`src/rtl/tl45_pkg.sv`:
```
// Shared TL45 definitions: opcode constants, the NOP bubble encoding and the fetch FSM state type.
package tl45_pkg;

  localparam logic [3:0] OP_ADD  = 4'h0;
  localparam logic [3:0] OP_SUB  = 4'h1;
  localparam logic [3:0] OP_LD   = 4'h4;
  localparam logic [3:0] OP_ST   = 4'h5;
  localparam logic [3:0] OP_JMP  = 4'h6;
  localparam logic [3:0] OP_HALT = 4'h7;
  localparam logic [3:0] OP_NOP  = 4'hF;

  localparam logic [31:0] NOP_INST = 32'hF000_0000;

  typedef enum logic [1:0] {
    REQ     = 2'd0,
    WAIT_DS = 2'd1,
    HALTED  = 2'd2
  } fetch_state_t;

endpackage

```
`src/rtl/tl45_fetch_if.sv`:
```
// Fetch-stage bundle: instruction-memory port, fetch->decode buffer, stall/redirect and debug state.
interface tl45_fetch_if #(parameter int ADDR_W = 16);

  // Memory: a transfer completes in any cycle with o_mem_req && i_mem_ack; i_mem_data is valid
  // only then, and o_mem_addr stays stable from the first cycle of o_mem_req until that cycle.
  logic                     o_mem_req;
  logic [ADDR_W-1:0]        o_mem_addr;
  logic                     i_mem_ack;
  logic [31:0]              i_mem_data;

  logic                     i_pipe_stall;
  logic                     i_redirect;
  logic [31:0]              i_redirect_pc;

  logic [31:0]              o_buf_pc;
  logic [31:0]              o_buf_inst;
  logic                     o_halted;
  tl45_pkg::fetch_state_t   o_dbg_state;

  modport master (
    input  i_mem_ack, i_mem_data, i_pipe_stall, i_redirect, i_redirect_pc,
    output o_mem_req, o_mem_addr, o_buf_pc, o_buf_inst, o_halted, o_dbg_state
  );

  modport slave (
    output i_mem_ack, i_mem_data, i_pipe_stall, i_redirect, i_redirect_pc,
    input  o_mem_req, o_mem_addr, o_buf_pc, o_buf_inst, o_halted, o_dbg_state
  );

endinterface

```
`src/rtl/tl45_fetch_skid.sv`:
```
// One-entry {pc, inst} holding register that parks a fetched instruction while decode is stalled.
module tl45_fetch_skid
  import tl45_pkg::*;
(
  input  logic        clk,
  input  logic        rst_n,
  input  logic        load,
  input  logic        unload,
  input  logic        clear,
  input  logic [31:0] in_pc,
  input  logic [31:0] in_inst,
  output logic        valid,
  output logic [31:0] out_pc,
  output logic [31:0] out_inst
);

  logic        valid_d, valid_q;
  logic [31:0] pc_d, pc_q;
  logic [31:0] inst_d, inst_q;

  always_comb begin
    valid_d = valid_q;
    pc_d    = pc_q;
    inst_d  = inst_q;
    if (clear) begin
      valid_d = 1'b0;
    end else if (load) begin
      valid_d = 1'b1;
      pc_d    = in_pc;
      inst_d  = in_inst;
    end else if (unload) begin
      valid_d = 1'b0;
    end
  end

  always_ff @(posedge clk or negedge rst_n) begin
    if (!rst_n) begin
      valid_q <= 1'b0;
      pc_q    <= '0;
      inst_q  <= NOP_INST;
    end else begin
      valid_q <= valid_d;
      pc_q    <= pc_d;
      inst_q  <= inst_d;
    end
  end

  assign valid    = valid_q;
  assign out_pc   = pc_q;
  assign out_inst = inst_q;

endmodule

```
`src/rtl/tl45_fetch.sv`:
```
// TL45 instruction fetch: req/ack memory reads into the fetch->decode buffer with stall and redirect.
// Optional HALT support is compiled in with TL45_FETCH_HALT_EN.
module tl45_fetch
  import tl45_pkg::*;
#(
  parameter logic [31:0] RESET_PC = 32'h0,
  parameter int          ADDR_W   = 16
) (
  input logic          i_clk,
  input logic          i_reset_n,
  tl45_fetch_if.master bus
);

`ifdef TL45_FETCH_HALT_EN
  localparam bit HALT_EN = 1'b1;
`else
  localparam bit HALT_EN = 1'b0;
`endif

  function automatic logic halt_hit(input logic [31:0] inst);
    return HALT_EN && (inst[31:28] == OP_HALT);
  endfunction

  fetch_state_t      state_d, state_q;
  logic [31:0]       pc_d, pc_q;
  logic              discard_d, discard_q;
  logic              mem_req_d, mem_req_q;
  logic [ADDR_W-1:0] mem_addr_d, mem_addr_q;
  logic [31:0]       buf_pc_d, buf_pc_q;
  logic [31:0]       buf_inst_d, buf_inst_q;

  logic              skid_load, skid_unload, skid_clear, skid_valid;
  logic [31:0]       skid_pc, skid_inst;
  logic              ack_fire;

  assign ack_fire = mem_req_q && bus.i_mem_ack;

  tl45_fetch_skid u_skid (
    .clk      (i_clk),
    .rst_n    (i_reset_n),
    .load     (skid_load),
    .unload   (skid_unload),
    .clear    (skid_clear),
    .in_pc    (pc_q),
    .in_inst  (bus.i_mem_data),
    .valid    (skid_valid),
    .out_pc   (skid_pc),
    .out_inst (skid_inst)
  );

  always_comb begin
    state_d     = state_q;
    pc_d        = pc_q;
    discard_d   = discard_q;
    buf_pc_d    = buf_pc_q;
    buf_inst_d  = buf_inst_q;
    skid_load   = 1'b0;
    skid_unload = 1'b0;
    skid_clear  = 1'b0;

    // Decode sees a bubble in every unstalled cycle that delivers nothing new.
    if (!bus.i_pipe_stall) begin
      buf_pc_d   = '0;
      buf_inst_d = NOP_INST;
    end

    if (bus.i_redirect) begin
      // The buffered instruction is younger than the branch, so it is squashed even under stall.
      pc_d       = bus.i_redirect_pc;
      state_d    = REQ;
      skid_clear = 1'b1;
      buf_pc_d   = '0;
      buf_inst_d = NOP_INST;
      discard_d  = mem_req_q && !bus.i_mem_ack;
    end else begin
      case (state_q)
        REQ: begin
          if (ack_fire) begin
            if (discard_q) begin
              discard_d = 1'b0;
            end else begin
              pc_d = pc_q + 32'd1;
              if (bus.i_pipe_stall) begin
                skid_load = 1'b1;
                state_d   = WAIT_DS;
              end else begin
                buf_pc_d   = pc_q;
                buf_inst_d = bus.i_mem_data;
                if (halt_hit(bus.i_mem_data)) state_d = HALTED;
              end
            end
          end
        end
        WAIT_DS: begin
          if (!bus.i_pipe_stall && skid_valid) begin
            buf_pc_d    = skid_pc;
            buf_inst_d  = skid_inst;
            skid_unload = 1'b1;
            state_d     = halt_hit(skid_inst) ? HALTED : REQ;
          end
        end
        default: ;
      endcase
    end

    mem_req_d  = (state_d == REQ);
    // An un-acked request keeps its address even if pc has already moved to a redirect target.
    mem_addr_d = (mem_req_q && !bus.i_mem_ack) ? mem_addr_q : pc_d[ADDR_W-1:0];
  end

  always_ff @(posedge i_clk or negedge i_reset_n) begin
    if (!i_reset_n) begin
      state_q    <= REQ;
      pc_q       <= RESET_PC;
      discard_q  <= 1'b0;
      mem_req_q  <= 1'b0;
      mem_addr_q <= '0;
      buf_pc_q   <= '0;
      buf_inst_q <= NOP_INST;
    end else begin
      state_q    <= state_d;
      pc_q       <= pc_d;
      discard_q  <= discard_d;
      mem_req_q  <= mem_req_d;
      mem_addr_q <= mem_addr_d;
      buf_pc_q   <= buf_pc_d;
      buf_inst_q <= buf_inst_d;
    end
  end

  assign bus.o_mem_req   = mem_req_q;
  assign bus.o_mem_addr  = mem_addr_q;
  assign bus.o_buf_pc    = buf_pc_q;
  assign bus.o_buf_inst  = buf_inst_q;
  assign bus.o_dbg_state = state_q;
`ifdef TL45_FETCH_HALT_EN
  assign bus.o_halted    = (state_q == HALTED);
`else
  assign bus.o_halted    = 1'b0;
`endif

endmodule

```
`src/flat_wrapper.sv`:
```
// flat-port wrapper written by rule: the top's interface ports become plain ports
module tl45_fetch_flat import tl45_pkg::*;
#(
  parameter logic [31:0] RESET_PC = 32'h0,
  parameter int          ADDR_W   = 16
)
  (i_clk, i_reset_n, bus_i_mem_ack, bus_i_mem_data, bus_i_pipe_stall, bus_i_redirect, bus_i_redirect_pc, bus_o_mem_req, bus_o_mem_addr, bus_o_buf_pc, bus_o_buf_inst, bus_o_halted, bus_o_dbg_state);
  tl45_fetch_if #(.ADDR_W(ADDR_W)) bus_i ();
  input logic i_clk;
  input logic i_reset_n;
  input wire logic [$bits(bus_i.i_mem_ack)-1:0] bus_i_mem_ack;
  input wire logic [$bits(bus_i.i_mem_data)-1:0] bus_i_mem_data;
  input wire logic [$bits(bus_i.i_pipe_stall)-1:0] bus_i_pipe_stall;
  input wire logic [$bits(bus_i.i_redirect)-1:0] bus_i_redirect;
  input wire logic [$bits(bus_i.i_redirect_pc)-1:0] bus_i_redirect_pc;
  output wire logic [$bits(bus_i.o_mem_req)-1:0] bus_o_mem_req;
  output wire logic [$bits(bus_i.o_mem_addr)-1:0] bus_o_mem_addr;
  output wire logic [$bits(bus_i.o_buf_pc)-1:0] bus_o_buf_pc;
  output wire logic [$bits(bus_i.o_buf_inst)-1:0] bus_o_buf_inst;
  output wire logic [$bits(bus_i.o_halted)-1:0] bus_o_halted;
  output wire logic [$bits(bus_i.o_dbg_state)-1:0] bus_o_dbg_state;
  assign bus_i.i_mem_ack = bus_i_mem_ack;
  assign bus_i.i_mem_data = bus_i_mem_data;
  assign bus_i.i_pipe_stall = bus_i_pipe_stall;
  assign bus_i.i_redirect = bus_i_redirect;
  assign bus_i.i_redirect_pc = bus_i_redirect_pc;
  assign bus_o_mem_req = bus_i.o_mem_req;
  assign bus_o_mem_addr = bus_i.o_mem_addr;
  assign bus_o_buf_pc = bus_i.o_buf_pc;
  assign bus_o_buf_inst = bus_i.o_buf_inst;
  assign bus_o_halted = bus_i.o_halted;
  assign bus_o_dbg_state = bus_i.o_dbg_state;
  tl45_fetch #(.RESET_PC(RESET_PC), .ADDR_W(ADDR_W)) u_core (.i_clk(i_clk), .i_reset_n(i_reset_n), .bus(bus_i));
endmodule
```
`config.mk`:
```
export PLATFORM = sky130hd
export DESIGN_NAME = tl45_fetch_flat
export DESIGN_NICKNAME = d
export VERILOG_FILES = /design/src/rtl/tl45_pkg.sv /design/src/rtl/tl45_fetch_if.sv /design/src/rtl/tl45_fetch_skid.sv /design/src/rtl/tl45_fetch.sv /design/src/flat_wrapper.sv
export SDC_FILE = /design/constraint.sdc
export NUM_CORES = 1
export LEC_CHECK = 0
export ABC_AREA = 1
export CAP_MARGIN = 10
export CORE_MARGIN = 2
export CORE_UTILIZATION = 48
export CTS_CLUSTER_SIZE = 12
export DETAILED_ROUTE_END_ITERATION = 6
export PLACE_DENSITY_LB_ADDON = 0.05
export SKIP_LAST_GASP = 1
export SYNTH_ARGS = -nofsm -noshare
export SYNTH_HDL_FRONTEND = slang
export SYNTH_SLANG_ARGS = --single-unit
```
`constraint.sdc`:
```
create_clock -name i_clk -period 1.7 [get_ports i_clk]
set_clock_uncertainty 0.2 [all_clocks]
set_input_delay 0.17 -clock i_clk [delete_from_list [all_inputs] [get_ports i_clk]]
set_output_delay 0.17 -clock i_clk [all_outputs]
set_load 0.005 [all_outputs]
```
==> run_results.csv <==
group,metric,value,unit
floorplan,die_w,137,um
grt,antenna_found_initial,1,
place,dp_hpwl,16800,um
setup_path,required,1.82,ns
timing,rsz0062_at_grt,"true",
clock_tree,cts_tree,"built",
logic_synthesis,synth_nets,1077,
routing,num_vias,8391,
final_layout,fin_util,77.2,%
grt,grt_pass1_vias,7863,
routing,met1_length,12300,um
clock_tree,clock_path_buffers,2,
routing,wl_per_cell,18.8,um
final_layout,nets,1348,
clock_tree,root_buffer,"clkbuf_16",
floorplan,core,0.0172,mm2
grt,grt.total_usage,28.0,%
routing,first_pass_iters,5,
timing,slew_headroom,57.7,%
floorplan,num_io_pins,153,
place,numPortBuffers,151,
setup_path,endpoint_kind,"flip-flop",
floorplan,placementRows,48,
pwr,leakage,0.00654,uW
grt,overflow,0,
logic_synthesis,syn_inst,1007,
clock_tree,path_clk_slew,0.07,ns
setup_path,reg2reg_slack,-0.17,ns
routing,postRouteAntennaNets,0,
clock_tree,numClockSinks,181,
grt,grt_first_pass_wirelength,40400,um
timing,fin_crit_sh,110,%
run_status,violations,"setup timing",
final_layout,nFillCells,1149,
floorplan,dieArea,0.0187,mm2
final_layout,drive_gt1_share,29.5,%
timing,hold_viol,0,
routing,drc,0,
setup_path,cp.arrival,1.99,ns
timing,maxSlewViolCount,0,
final_layout,instances_no_fill,1517,
setup_path,cp-start-kind,"flip-flop",
logic_synthesis,syn_area_per_cell,8.40,um2
floorplan,dieHeight,137,um
place,routabilityCongestion,0.916,
run,drv_cap,0,
logic_synthesis,synth_cell_types,36,
routing,dr_wl_met2,13700,um
pwr,total_power,12600,uW
clock_tree,cts_buffers,17,
routing,drtIter0Drc,598,
final_layout,regArea,0.00454,mm2
routing,top_layer,"met4",
routing,wl,28600,um
routing,wl_met3,1800,um
worst_hold_path,hold_class,"input port to asynchronous set/reset pin",
timing,worst_pin_slew,0.634,ns
pwr,powerDensity,947,mW/mm2
setup_path,critical_path_class,"flip-flop to flip-flop",
setup_path,critPathMaxFanout,6,
grt,grt_max_degree,42,
timing,fmax,0.535,GHz
logic_synthesis,yosys_warnings,0,
floorplan,initial_core_util,49.1,%
pwr,ir_worst_vdd,0.000787,V
routing,vias_per_cell,5.53,
run_status,outcome,"finished, violations left",
logic_synthesis,synth_area,0.00846,mm2
timing,period_needed,1.87,ns
clock_tree,htreeDepth,4,
timing,setup_slack,-0.169,ns
logic_synthesis,ys_seq_elements,181,
timing,setup_tns,-11.75,ns
clock_tree,clock_latency,0.44,ns
final_layout,multi_input_area,0.00417,mm2
place,dp_cells,1426,
timing,setup_viol,145,
logic_synthesis,ys_seq_area_share,53.7,%
final_layout,area_growth_syn_to_layout,57.3,%
-- worst paths after layout --
check                                        endpoint                 startpoint  cells after the start
hold / removal              u_core.bus.o_buf_inst[20]                  i_reset_n                      2
hold reg to reg             u_core.bus.o_mem_addr[15]  u_core.bus.o_mem_addr[15]                      2
min in group i_clk         u_core.u_skid.out_inst[30]         bus_i_mem_data[30]                      3
setup / recovery            u_core.u_skid.out_inst[1]  u_core.bus.o_dbg_state[0]                      7
max in group asynchronous   u_core.bus.o_buf_inst[30]                  i_reset_n                      3
setup reg to reg            u_core.u_skid.out_inst[1]  u_core.bus.o_dbg_state[0]                      7
-- flip-flops by register name (all words and copies together), names as in the netlist --
signal	count
u_core.u_skid.out_inst	32
u_core.bus.o_mem_addr	16
u_core.u_skid.valid	1
u_core.pc_q	32
u_core.bus.o_dbg_state	2
u_core.discard_q	1
u_core.bus.o_buf_inst	32
u_core.bus.o_buf_pc	32
u_core.bus.o_mem_req	1
u_core.u_skid.out_pc	32
-- layout make-up --
class,count,share of cell area [%]
antenna,1,0.0188
clock buffer,19,3.33
clock inverter,13,1.27
inverter,93,2.75
multi-input combinational,683,31.4
sequential,181,34.2
tap,225,2.12
timing repair buffer,301,24.9
timing repair inverter,1,0.0847
-- what timing repair did --
action	in CTS	in global routing
pin swaps	27	46
setup buffers	12	26
cloned	8	14
hold endpoints to repair	178	0
gates resized for setup	130	246
hold buffers	1	0
endpoints found under the setup margin	169	213
-- synthesized netlist by cell type --
library cell | count | area (um2)
a21boi_0 | 5 | 37.5
nand2_1 | 309 | 1160
dfrtp_1 | 173 | 4330
a21oi_1 | 1 | 5.00
dfstp_2 | 8 | 210
nor3b_1 | 1 | 7.51
inv_1 | 91 | 342
clkbuf_1 | 26 | 97.6
buf_1 | 5 | 18.8
buf_6 | 3 | 33.8
conb_1 | 1 | 3.75
o21ai_0 | 82 | 410
mux2_2 | 7 | 78.8
xor2_1 | 3 | 26.3
or2_2 | 6 | 37.5
o2bb2ai_1 | 1 | 8.76
o22ai_1 | 4 | 25.0
o211ai_1 | 5 | 37.5
nor3_2 | 1 | 10.0
ha_1 | 1 | 12.5
o21ai_1 | 32 | 160
nor2_2 | 2 | 12.5
nand3_4 | 1 | 17.5
a22oi_1 | 4 | 30.0
a31oi_1 | 22 | 138
nor3_1 | 7 | 35.0
nand3_1 | 85 | 425
buf_2 | 18 | 90.1
nand2_4 | 1 | 11.3
nor2_8 | 1 | 20.0
nand4_1 | 9 | 56.3
a22o_1 | 42 | 368
nor2_1 | 44 | 165
buf_4 | 3 | 22.5
inv_2 | 2 | 7.51
nor4_1 | 1 | 6.26
-- worst max-delay path, cell delays in order (launching register included) --
cell     delay (ns)
dfrtp_1        0.41
nor2_4         0.18
nand3_4        0.13
nor2_8         0.18
buf_6          0.15
buf_6          0.12
nand2_8        0.08
mux2_2         0.31
-- power by group --
part | internal [uW] | switching [uW] | leakage [uW] | total (uW)
Clock | 2380 | 1790 | 0.000292 | 4160
Sequential | 5010 | 600 | 0.00230 | 5610
Combinational | 1420 | 1400 | 0.00395 | 2820
-- per-stage QoR --
step	hold slack, ns	worst slack, ns	area, um2
2_1_floorplan	-0.326	-0.0236	8460
3_3_place_gp	-0.0978	-0.373	10900
3_5_place_dp	-0.0967	-0.408	10900
4_1_cts	0.0207	-0.149	12100
5_1_grt	0.0412	-0.243	13300
6_report	0.00618	-0.169	13300
-- layout by cell type, fill, tap and decap left out, types with 11 or more instances in the layout --
cell type | synthesis | layout
clkdlybuf4s50_1 | 0 | 101
dlymetal6s2s_1 | 0 | 31
nand3_2 | 0 | 18
buf_4 | 3 | 82
nand3_1 | 85 | 64
o21ai_1 | 32 | 59
nand2_1 | 309 | 233
clkbuf_16 | 0 | 24
nor2_1 | 44 | 26
a22o_1 | 42 | 42
o21ai_2 | 0 | 27
buf_6 | 3 | 33
o21ai_0 | 82 | 25
nor2_4 | 0 | 11
nand2_4 | 1 | 26
inv_1 | 91 | 85
buf_12 | 0 | 21
dlygate4sd2_1 | 0 | 16
nand2_2 | 0 | 49
dfrtp_1 | 173 | 170
a31oi_1 | 22 | 21
-- logic make-up (layout without fill, tap and decap cells) --
kind of cell | Yosys count | after routing | share of synthesized area (%)
XOR/XNOR | 3 | 3 | 0.311
flip-flops | 181 | 181 | 53.7
AND/OR/NAND/NOR | 468 | 473 | 23.2
multiplexers | 7 | 7 | 0.932
adder cells (fa/ha/maj) | 1 | 1 | 0.148
AO/OA/AOI/OAI | 198 | 198 | 14.4
other | 1 | 2 | 0.0443
buffers and inverters | 148 | 427 | 7.23
-- metal layers --
metal | global-route usage, % | up-vias
met5 | 0 | -
met4 | 8.97 | 0
met3 | 4.04 | 51
met2 | 43.4 | 343
met1 | 40.6 | 4108
li1 | - | 3889
Note: power is estimated with default switching activity, not from simulation.
